==> config.mk <==
export PLATFORM = sky130hd
export DESIGN_NAME = data_stream_mux_tdm
export DESIGN_NICKNAME = d
export VERILOG_FILES = /design/src/rtl/data_stream_mux_tdm.sv
export SDC_FILE = /design/constraint.sdc
export NUM_CORES = 1
export LEC_CHECK = 0
export ABC_CLOCK_PERIOD_IN_PS = 5100
export BUFFER_PORTS_ARGS = -buffer_cell sky130_fd_sc_hd__buf_2
export CAP_MARGIN = 30
export CORE_MARGIN = 8
export CORE_UTILIZATION = 30
export CTS_BUF_LIST = sky130_fd_sc_hd__clkbuf_2 sky130_fd_sc_hd__clkbuf_4 sky130_fd_sc_hd__clkbuf_8
export CTS_CLUSTER_DIAMETER = 100
export CTS_CLUSTER_SIZE = 30
export DETAILED_ROUTE_END_ITERATION = 10
export PLACE_DENSITY = 0.6
export SETUP_SLACK_MARGIN = 0.5
export SLEW_MARGIN = 25
export SYNTH_ARGS = -nofsm -noshare
export SYNTH_HDL_FRONTEND = slang
export SYNTH_SLANG_ARGS = --single-unit
==> constraint.sdc <==
create_clock -name clk -period 5.1 [get_ports clk]
set_clock_uncertainty 0.2 [all_clocks]
set_input_delay 0.765 -clock clk [delete_from_list [all_inputs] [get_ports clk]]
set_output_delay 0.765 -clock clk [all_outputs]
set_load 0.01 [all_outputs]
==> src/rtl/data_stream_mux_tdm.sv <==
// rtl/data_stream_mux_tdm.sv - symbol-framed TDM multiplexer of NUM_CH streams onto one output.
// Define DSMUX_OVERRUN_CNT_EN to build the saturating overrun counter; otherwise overrun_cnt is tied to 0.
module data_stream_mux_tdm #(
  parameter int NUM_CH = 4,
  parameter int DATA_W = 32,
  parameter int CNT_W  = 16
) (
  input  logic                         clk,
  input  logic                         rst,
  input  logic                         symbol_stb,
  input  logic [$clog2(NUM_CH+1)-1:0]  mode,
  input  logic [CNT_W-1:0]             slot_cycles,
  input  logic [NUM_CH*DATA_W-1:0]     ds_in,
  output logic [DATA_W-1:0]            out_data,
  output logic                         out_valid,
  output logic [$clog2(NUM_CH)-1:0]    out_ch,
  output logic                         cfg_err,
  output logic [7:0]                   overrun_cnt
);

  localparam int MODE_W = $clog2(NUM_CH+1);
  localparam int LANE_W = $clog2(NUM_CH);
  localparam logic [MODE_W-1:0] MAX_M = MODE_W'(NUM_CH);

  typedef enum logic {IDLE, RUN} state_t;

  state_t            state, nxt_state;
  logic [DATA_W-1:0] shadow     [NUM_CH];
  logic [DATA_W-1:0] nxt_shadow [NUM_CH];
  logic [MODE_W-1:0] m_lat, nxt_m_lat;
  logic [CNT_W-1:0]  s_lat, nxt_s_lat;
  logic [LANE_W-1:0] lane, nxt_lane;
  logic [CNT_W-1:0]  cnt, nxt_cnt;
  logic [DATA_W-1:0] nxt_out_data;
  logic              nxt_out_valid;
  logic [LANE_W-1:0] nxt_out_ch;
  logic              nxt_cfg_err;
  logic [MODE_W-1:0] m_in;
  logic              slot_end;
  logic              lane_last;

  assign m_in      = (mode > MAX_M) ? MAX_M : mode;
  assign slot_end  = (cnt == s_lat - CNT_W'(1));
  assign lane_last = (MODE_W'(lane) == m_lat - MODE_W'(1));

  always_ff @(posedge clk or negedge rst) begin
    if (!rst) begin
      state     <= IDLE;
      m_lat     <= '0;
      s_lat     <= '0;
      lane      <= '0;
      cnt       <= '0;
      out_data  <= '0;
      out_valid <= 1'b0;
      out_ch    <= '0;
      cfg_err   <= 1'b0;
      for (int k = 0; k < NUM_CH; k++) shadow[k] <= '0;
    end else begin
      state     <= nxt_state;
      m_lat     <= nxt_m_lat;
      s_lat     <= nxt_s_lat;
      lane      <= nxt_lane;
      cnt       <= nxt_cnt;
      out_data  <= nxt_out_data;
      out_valid <= nxt_out_valid;
      out_ch    <= nxt_out_ch;
      cfg_err   <= nxt_cfg_err;
      shadow    <= nxt_shadow;
    end
  end

  always_comb begin
    nxt_state     = state;
    nxt_shadow    = shadow;
    nxt_m_lat     = m_lat;
    nxt_s_lat     = s_lat;
    nxt_lane      = lane;
    nxt_cnt       = cnt;
    nxt_out_data  = out_data;
    nxt_out_valid = out_valid;
    nxt_out_ch    = out_ch;
    nxt_cfg_err   = cfg_err;

    if (symbol_stb) begin
      // A strobe always (re)starts a frame from freshly captured lanes and config.
      for (int k = 0; k < NUM_CH; k++) nxt_shadow[k] = ds_in[k*DATA_W +: DATA_W];
      nxt_m_lat  = m_in;
      nxt_s_lat  = (slot_cycles == '0) ? CNT_W'(1) : slot_cycles;
      nxt_lane   = '0;
      nxt_cnt    = '0;
      nxt_out_ch = '0;
      if (mode > MAX_M) nxt_cfg_err = 1'b1;
      if (m_in != '0) begin
        nxt_state     = RUN;
        nxt_out_valid = 1'b1;
        nxt_out_data  = ds_in[DATA_W-1:0];
      end else begin
        nxt_state     = IDLE;
        nxt_out_valid = 1'b0;
        nxt_out_data  = '0;
      end
    end else if (state == RUN) begin
      if (slot_end) begin
        nxt_cnt = '0;
        if (lane_last) begin
          nxt_state     = IDLE;
          nxt_lane      = '0;
          nxt_out_valid = 1'b0;
          nxt_out_data  = '0;
          nxt_out_ch    = '0;
        end else begin
          nxt_lane     = lane + LANE_W'(1);
          nxt_out_data = shadow[nxt_lane];
          nxt_out_ch   = nxt_lane;
        end
      end else begin
        nxt_cnt = cnt + CNT_W'(1);
      end
    end
  end

`ifdef DSMUX_OVERRUN_CNT_EN
  logic       overrun;
  logic [7:0] ovr_q;

  // A strobe landing on the frame's final slot cycle is a clean hand-off, not an overrun.
  assign overrun = symbol_stb && (state == RUN) && !(lane_last && slot_end);

  always_ff @(posedge clk or negedge rst) begin
    if (!rst) begin
      ovr_q <= '0;
    end else if (overrun && (ovr_q != 8'hFF)) begin
      ovr_q <= ovr_q + 8'd1;
    end
  end

  assign overrun_cnt = ovr_q;
`else
  assign overrun_cnt = 8'd0;
`endif

endmodule

==> run_results.csv, run 1 <==
group,metric,value,unit
cells_and_area,drive_above_1_share,48.70,%
synthesis,yosysWarnings,0,
drt,wl,24870,um
sta,hold_viol,0,
setup_path,critPathKind,"flop to flop",
sta,setup_viol,0,
placed_design,globalplace.congestion,0.7670,
global_routing,grt_pass1_vias,6981,
cells_and_area,fin_nets,1064,
floorplanning,pin_count,194,
sta,rsz0062_at_grt,"false",
sta,timing.fmax,0.2631,GHz
placed_design,place_inst,1334,
drt,antenna_left,0,
sta,maxSlewHeadroom,38.82,%
sta,fin_crit,3801,ps
placed_design,port_buffers,185,
global_routing,grt_use_total,13.31,%
setup_path,worstSetupEndpointType,"flop",
floorplanning,coreArea,0.03229,sq mm
power_and_ir_drop,power,3.315,mW
drt,top_layer,"met5",
drt,via_count,6429,
synthesis,netlist_instances,747,
drt,wl_met1,11170,um
clock_tree,cts_setup_buffers,0,
global_routing,grt_max_degree,114,
run,maxCapViolCount,0,
clock_tree,cts_buffers,17,
clock_tree,cts.htree.levels,4,
setup_path,crit_arrival,4020,ps
clock_tree,cts_tree,"built",
clock_tree,clk_pin_slew,100,ps
outcome,status,"finished clean",
sta,tightest_slew,914.4,ps
drt,dr_wl_met2,11780,um
clock_tree,cts_hold_buffers,0,
cells_and_area,final_cell_mix,"198 x dfrtp_1, 183 x buf_2, 142 x mux2_2",
sta,final_max_slew_viol_count,0,
floorplanning,row_count,66,
synthesis,seq_area_frac_synth,51.32,%
setup_path,setup.worst_path.start_class,"flop",
clock_tree,cts_resized,0,
power_and_ir_drop,ir_worst_vdd,0.1764,mV
synthesis,yosys_most_used_dff,"dfrtp_1",
hold_path,hp-class,"input pin to async pin",
drt,drc,0,
setup_path,worstPathRequired,5320,ps
drt,routed-wl-met3,1507,um
floorplanning,fp.dieW,196.3,um
setup_path,reg2reg_depth,8,
global_routing,grt-ovfl-total,0,
cells_and_area,synthToLayoutAreaGrowth,17.67,%
drt,vias_per_cell,4.703,
cells_and_area,regArea,0.005007,sq mm
sta,finalSetupTns,0,ps
power_and_ir_drop,leakage,4.986,nW
setup_path,cp_max_fo,20,
cells_and_area,final_common_cell,"dfrtp_1",
synthesis,syn_area,0.009752,sq mm
floorplanning,die_h,196.3,um
synthesis,synth.ff_latch_count,200,
sta,holdWs,138.1,ps
drt,firstDrtPassIters,4,
clock_tree,clock_latency,510,ps
synthesis,synth_edf_count,0,
power_and_ir_drop,power.density,288.9,mW/mm^2
floorplanning,die_area,0.03853,sq mm
global_routing,antenna_found_initial,8,
clock_tree,cts.sinks,200,
synthesis,async_flop_share,100.0,%
clock_tree,root_buffer,"clkbuf_8",
clock_tree,clock_path_buffers,2,
cells_and_area,multi_input_area,0.004313,sq mm
drt,first_iter_violations,264,
sta,fin_crit_sh,74.54,%
cells_and_area,layout.cells.non_filler,1367,
cells_and_area,num-fill-cells,3177,
global_routing,grt_pass1_wl,39940,um
synthesis,syn_area_per_cell,13.05,sq um
synthesis,synth_cell_types,56,
floorplanning,start_util,30.20,%
placed_design,dp_hpwl,17320,um
drt,wl_per_cell,18.19,um
-- sequential cells by signal (all words and copies together) (netlist names) --
signal	flops
s_lat	16
shadow	128
lane	2
state	1
out_data	32
cfg_err	1
cnt	16
m_lat	3
out_valid	1
-- logic make-up after synthesis --
| kind of cell | Yosys count | synth area share (%) |
|---|---|---|
| XOR/XNOR | 34 | 3.054 |
| AND/OR/NAND/NOR | 132 | 7.031 |
| other | 1 | 0.03845 |
| buffers and inverters | 102 | 5.004 |
| adder cells (fa/ha/maj) | 3 | 0.3850 |
| AO/OA/AOI/OAI | 100 | 9.276 |
| multiplexers | 175 | 23.89 |
| flip-flops | 200 | 51.32 |
-- Yosys cell counts, drive strengths merged, types with 4 or more instances --
cell	count	area [sq um]
mux2	142	1599
buf	21	183.9
o21ai	6	30.03
xor2	17	148.9
inv	44	165.2
o211ai	67	653.1
clkbuf	37	138.9
nor4	9	71.32
mux4	32	720.7
nand4	7	50.05
nor3	12	71.32
or4	4	33.78
nand3	6	30.03
nand2b	4	25.02
nand2	44	165.2
a21oi	6	30.03
nor2	29	108.9
xnor2	17	148.9
dfrtp	200	5005
-- through the flow --
stage	setup WS [ps]	util [%]	cell area, sq um
6_report	1299	35.54	11470
5_1_grt	1049	35.54	11470
4_1_cts	1285	35.53	11470
3_5_place_dp	1301	34.36	11090
3_3_place_gp	1333	34.28	11070
2_1_floorplan	1926	-	9778
-- worst max-delay path, stage by stage, from the launching register on --
cell       delay (ps)
dfrtp_1           450
or4_1             650
nor4_4            390
xor2_1            110
o31ai_1           510
o2111ai_4         450
buf_4             380
or4_1             420
a21oi_1           150
-- metal layers --
layer,GRT usage (%),up-vias
met5,0,-
met2,21.04,131
li1,-,3016
met3,4.695,37
met4,3.706,14
met1,17.02,3231
-- worst paths after layout --
| path | startpoint | end | slack [ps] |
|---|---|---|---|
| worst max-delay path | s_lat[9] | lane[0] | 1300 |
| worst min-delay path | rst | shadow[25] | 140 |
| worst max register to register | s_lat[9] | lane[0] | 1300 |
| worst min register to register | cfg_err | cfg_err | 290 |
| max in group asynchronous | rst | shadow[13] | 3550 |
| min in group clk | ds_in[27] | out_data[27] | 280 |
-- final cells by class --
type | count | area share [%]
flip-flops and latches | 200 | 43.64
repair buffers | 196 | 9.214
multi-input cells | 452 | 37.59
diodes | 1 | 0.02181
clock buffers | 18 | 2.159
well taps | 442 | 4.820
inverters | 44 | 1.439
clock inverters | 14 | 1.123
-- power breakdown --
part           switching, mW  total, mW  internal (mW)
clock network          0.630       1.00          0.373
logic                  0.233      0.492          0.258
registers             0.0927       1.82           1.73
Power figures use the tool's default switching activity.
==> inputs of run 2 (changes only) <==
- ABC_CLOCK_PERIOD_IN_PS: 5100 -> 3620
- clock period: 5.1 -> 3.62 ns (I/O delays scaled with it)
==> run 2 against run 1 <==
  * Die area is the same
  * Worst hold slack lost 75 ps
  * Critical path depth grew 1
  * First-iteration DRC count grew 23%
  * Maximum frequency grew 17%
  * Routed wire length grew 5.6%
  * Setup slack lost 920 ps
  * Non-clock buffer count grew 25
==> run_results.csv, run 2 (synthesis results as in run 1) <==
group,metric,value,unit
placed_design,dp_hpwl,17570,um
sta,setup_viol,0,
drt,first_iter_violations,324,
hold_path,hp-class,"input pin to flop",
floorplanning,start_util,30.20,%
global_routing,grt_use_total,13.74,%
cells_and_area,final_cell_mix,"196 x dfrtp_1, 183 x buf_2, 142 x mux2_2",
cells_and_area,final_common_cell,"dfrtp_1",
sta,final_max_slew_viol_count,0,
drt,wl_per_cell,18.86,um
power_and_ir_drop,ir_worst_vdd,0.1938,mV
setup_path,crit_arrival,3460,ps
setup_path,critPathKind,"flop to flop",
drt,drc,0,
setup_path,critPathSlowestCell,"or4b_4",
setup_path,crit_chain,"or4_4 -> nor4_4 -> buf_4 -> mux2i_1 -> nor3b_2 -> nor2_1 -> or4b_4 -> buf_16 -> o211ai_2",
setup_path,worstPathRequired,3830,ps
clock_tree,clock_latency,490,ps
power_and_ir_drop,power,4.766,mW
floorplanning,row_count,66,
cells_and_area,regArea,0.005010,sq mm
power_and_ir_drop,power.density,402.0,mW/mm^2
global_routing,grt_pass1_wl,40880,um
sta,finalSetupTns,0,ps
clock_tree,root_buffer,"clkbuf_8",
sta,fin_crit,3244,ps
cells_and_area,fin_nets,1089,
placed_design,place_area,0.01120,sq mm
sta,fin_crit_sh,89.61,%
floorplanning,fp.dieW,196.3,um
drt,antenna_left,0,
sta,rsz0062_at_grt,"true",
cells_and_area,num-fill-cells,3137,
cells_and_area,regMostFlops,"shadow",
power_and_ir_drop,leakage,5.179,nW
sta,tightest_slew,817.3,ps
clock_tree,cts_buffers,17,
global_routing,antenna_found_initial,4,
cells_and_area,layout.cells.non_filler,1392,
clock_tree,clock_path_buffers,2,
global_routing,grt_max_degree,86,
sta,hold_viol,0,
sta,maxSlewHeadroom,45.51,%
drt,vias_per_cell,4.750,
run,maxCapViolCount,0,
cells_and_area,synthToLayoutAreaGrowth,21.57,%
setup_path,max_stage_delay,660,ps
clock_tree,clk_pin_slew,130,ps
drt,firstDrtPassIters,4,
setup_path,cp_max_fo,16,
floorplanning,pin_count,194,
placed_design,globalplace.congestion,0.8105,
drt,wl,26250,um
outcome,status,"finished clean",
drt,via_count,6612,
placed_design,place_inst,1342,
global_routing,grt_pass1_vias,7117,
sta,timing.fmax,0.3083,GHz
setup_path,setup.worst_path.start_class,"flop",
cells_and_area,multi_input_area,0.004352,sq mm
clock_tree,cts.sinks,200,
cells_and_area,largest_register_ffs,128,
floorplanning,die_h,196.3,um
placed_design,port_buffers,185,
global_routing,grt-ovfl-total,0,
clock_tree,cts_tree,"built",
cells_and_area,fin_area,0.01186,sq mm
setup_path,worstSetupEndpointType,"flop",
floorplanning,die_area,0.03853,sq mm
cells_and_area,reg_top3,"shadow x128, out_data x32",
clock_tree,cts.htree.levels,4,
floorplanning,coreArea,0.03229,sq mm
cells_and_area,drive_above_1_share,51.00,%
run 2: layout make-up:
cell class / count / share of cell area (%)
Antenna cell: 1 / 0.02111
Multi-Input combinational cell: 452 / 36.71
Clock buffer: 18 / 2.037
Timing Repair Buffer: 221 / 11.47
Inverter: 44 / 1.393
Sequential cell: 200 / 42.26
Tap cell: 442 / 4.665
Clock inverter: 14 / 1.446
run 2: repair_timing:
item / CTS / global route
hold buffers: 1 / 0
buffers inserted: 7 / 6
endpoints found under the hold margin: 82 / 0
endpoints found under the setup margin: 47 / 47
pin swaps: 3 / 21
cloned: 1 / 2
resized for setup: 6 / 7
run 2: path summary, 6_finish.rpt:
check	start	endpoint	slack [ps]	cells after the start
worst min register to register	cfg_err	cfg_err	290	1
worst max register to register	s_lat[6]	out_data[0]	380	9
worst max-delay path	s_lat[6]	out_data[0]	380	9
worst min-delay path	ds_in[10]	out_data[10]	60	3
min in group asynchronous	rst	shadow[27]	460	2
max in group asynchronous	rst	s_lat[3]	1940	3
run 2: report_power, final:
| part | leakage [nW] | total, mW | switching [mW] | internal, mW |
|---|---|---|---|---|
| logic | 2.58 | 0.726 | 0.343 | 0.383 |
| clock network | 0.203 | 1.48 | 0.941 | 0.539 |
| registers | 2.39 | 2.56 | 0.126 | 2.43 |
| total | 5.18 | 4.77 | 1.41 | 3.36 |
run 2: per-stage QoR:
stage	util [%]	worst slack, ps	hold slack [ps]
final	36.72	376.0	62.71
after global routing	36.71	340.1	17.68
after CTS	36.33	439.0	11.25
after detailed placement	34.69	219.6	269.5
after global placement	34.69	251.1	257.2
after floorplan	-	526.0	47.41
run 2: per-layer routing:
layer	GRT usage, %	vias up	share of wire (%)
met4	3.285	8	1.3
met5	0	-	0.19
li1	-	3069	-
met3	4.644	26	5.4
met1	17.15	3379	45
met2	22.62	130	48
run 2: critical path: cells and delay by family, from the launching register on:
family          cells  cell delay (ps)
simple gates        5             1900
buf+inv             2              400
compound gates      1              160
mux                 1               70
flops               1              420
==> inputs of run 3 (changes only) <==
- CORE_UTILIZATION: 30 -> 35
- PLACE_DENSITY: 0.6 -> 0.66
==> run 3 against run 2 <==
  * Sequential power barely moved
  * Maximum frequency up 3.9%
  * Critical endpoint is now out_data[30]
  * Final area fell by 0.94%
  * Clock power increased by 10%
  * Die area down 13%
  * Worst hold slack gained 20 ps
  * Count of clock-buffer cells in the layout grew 3
  * Register-to-register slack better by 120 ps
  * Routed wire length fell by 4.3%
  * Global-route usage rose by 1.2 points
==> run_results.csv, run 3 (synthesis results as in run 1) <==
group,metric,value,unit
outcome,status,"finished clean",
clock_tree,cts_buffers,17,
placed_design,dp_hpwl,17380,um
sta,holdWs,82.24,ps
floorplanning,die_h,182.9,um
setup_path,crit_start,"s_lat[0]",
cells_and_area,final_cell_mix,"195 x dfrtp_1, 184 x buf_2, 142 x mux2_2",
setup_path,worstSetupEndpointType,"flop",
cells_and_area,synthToLayoutAreaGrowth,20.43,%
drt,antenna_left,0,
drt,vias_per_cell,5.026,
setup_path,cp_max_fo,14,
hold_path,hp-class,"input pin to flop",
setup_path,setup.worst_path.start_class,"flop",
setup_path,worstPathRequired,3810,ps
sta,timing.fmax,0.3201,GHz
setup_path,crit_arrival,3310,ps
setup_path,critPathKind,"flop to flop",
placed_design,port_buffers,185,
floorplanning,die_area,0.03346,sq mm
hold_path,hold_start,"ds_in[21]",
clock_tree,clk_pin_slew,110,ps
drt,wl,25120,um
drt,via_count,6675,
floorplanning,start_util,35.30,%
power_and_ir_drop,pwr-share-seq,52.2,%
sta,fin_crit_sh,86.29,%
setup_path,path_buf_inv,1,
sta,hold_viol,0,
power_and_ir_drop,leakage,5.163,nW
setup_path,path_common_cell,"o211ai_1",
global_routing,grt_pass1_wl,39600,um
floorplanning,coreArea,0.02763,sq mm
placed_design,globalplace.congestion,0.8153,
power_and_ir_drop,p_sw,1.275,mW
clock_tree,cts.sinks,200,
cells_and_area,layout.cells.non_filler,1328,
clock_tree,clock_path_buffers,2,
power_and_ir_drop,swShare,25.94,%
drt,wl_per_cell,18.91,um
global_routing,antenna_found_initial,5,
cells_and_area,final_common_cell,"dfrtp_1",
global_routing,grt-ovfl-total,0,
clock_tree,root_buffer,"clkbuf_8",
drt,firstDrtPassIters,5,
power_and_ir_drop,power.density,418.5,mW/mm^2
setup_path,crit_family,"simple AND/OR/NAND/NOR gates",
clock_tree,cts.htree.levels,4,
power_and_ir_drop,p_int,3.640,mW
sta,rsz0062_at_grt,"true",
placed_design,place_area,0.01110,sq mm
drt,first_iter_violations,330,
clock_tree,clock_latency,480,ps
setup_path,critPathSlowestCell,"or4_1",
sta,final_max_slew_viol_count,0,
floorplanning,row_count,61,
sta,tightest_slew,857.6,ps
sta,fin_crit,3124,ps
cells_and_area,reg_top3,"shadow x128, out_data x32",
floorplanning,fp.dieW,182.9,um
power_and_ir_drop,clkPwrFrac,33.2,%
run,maxCapViolCount,0,
sta,finalSetupTns,0,ps
cells_and_area,fin_nets,1089,
clock_tree,cts_tree,"built",
cells_and_area,drive_above_1_share,50.74,%
cells_and_area,fin_area,0.01174,sq mm
power_and_ir_drop,ir_worst_vdd,0.2080,mV
cells_and_area,regMostFlops,"shadow",
setup_path,reg2reg_from,"s_lat[0]",
sta,setup_viol,0,
sta,maxSlewHeadroom,42.83,%
global_routing,grt_use_total,14.93,%
setup_path,max_stage_delay,630,ps
sta,worst_slack,496.4,ps
power_and_ir_drop,power,4.915,mW
cells_and_area,largest_register_ffs,128,
setup_path,crit_chain,"or4_1 -> nor4_2 -> o211ai_1 -> or3b_2 -> nand4_1 -> or4b_4 -> buf_12 -> o211ai_1",
global_routing,grt_pass1_vias,7218,
placed_design,place_inst,1280,
placed_design,pre_cts_slack,74.65,ps
drt,drc,0,
floorplanning,pin_count,194,
cells_and_area,utilization,42.51,%
global_routing,grt_max_degree,83,
power_and_ir_drop,combPwrFrac,14.6,%
-- run 3: changes by cell type in the layout (fill, tap and decap cells not counted), sizes merged --
cell and delta:
bufinv +4, clkbuf +1, diode +1, buf +1
o2111ai +1, inv -7, clkinv -1
-- run 3: path summary, 6_finish.rpt --
check / slack (ps) / depth (start not counted) / to
worst max register to register: 500 / 8 / out_data[30]
worst min register to register: 290 / 1 / cfg_err
worst min-delay path: 80 / 3 / out_data[21]
worst max-delay path: 500 / 8 / out_data[30]
max in group asynchronous: 1950 / 3 / shadow[37]
min in group asynchronous: 390 / 2 / cfg_err
-- run 3: what timing repair did --
| item | 4_1_cts | 5_1_grt |
|---|---|---|
| buffers inserted | 8 | 4 |
| hold endpoints to repair | 61 | 0 |
| resized for setup | 11 | 8 |
| gates cloned | 0 | 2 |
| pin swaps | 2 | 3 |
| hold buffers | 1 | 0 |
| setup endpoints to repair | 48 | 48 |
-- run 3: layout make-up --
cell class / count / area [sq um]
Fill cell: 2654 / 15890
Sequential cell: 200 / 5011
Multi-Input combinational cell: 453 / 4360
Timing Repair Buffer: 220 / 1272
Tap cell: 378 / 473.0
Clock buffer: 21 / 289.0
Clock inverter: 10 / 167.7
Inverter: 44 / 165.2
Antenna cell: 2 / 5.005
-- run 3: worst reg2reg max path, cell delays in order, from the launching register on --
cell and delay, ps:
dfrtp_1 450, or4_1 630, nor4_2 310, o211ai_1 120, or3b_2 260, nand4_1 130, or4b_4 580, buf_12 200
o211ai_1 180
-- run 3: power groups by stage --
stage / Sequential (mW) / Combinational [mW] / Clock, mW
6_report: 2.57 / 0.716 / 1.63
5_1_grt: 2.59 / 0.791 / 1.78
4_1_cts: 2.57 / 0.723 / 1.69
3_5_place_dp: 2.61 / 0.707 / 0
3_3_place_gp: 2.60 / 0.693 / 0
2_1_floorplan: 2.58 / 0.443 / 0
-- run 3: routing by layer --
layer | vias to the layer above | routed length [um] | GRT usage (%)
met3 | 39 | 1482 | 4.947
met5 | - | 40 | 0
met1 | 3387 | 11240 | 19.23
li1 | 3062 | - | -
met2 | 181 | 11960 | 23.78
met4 | 6 | 393 | 4.131
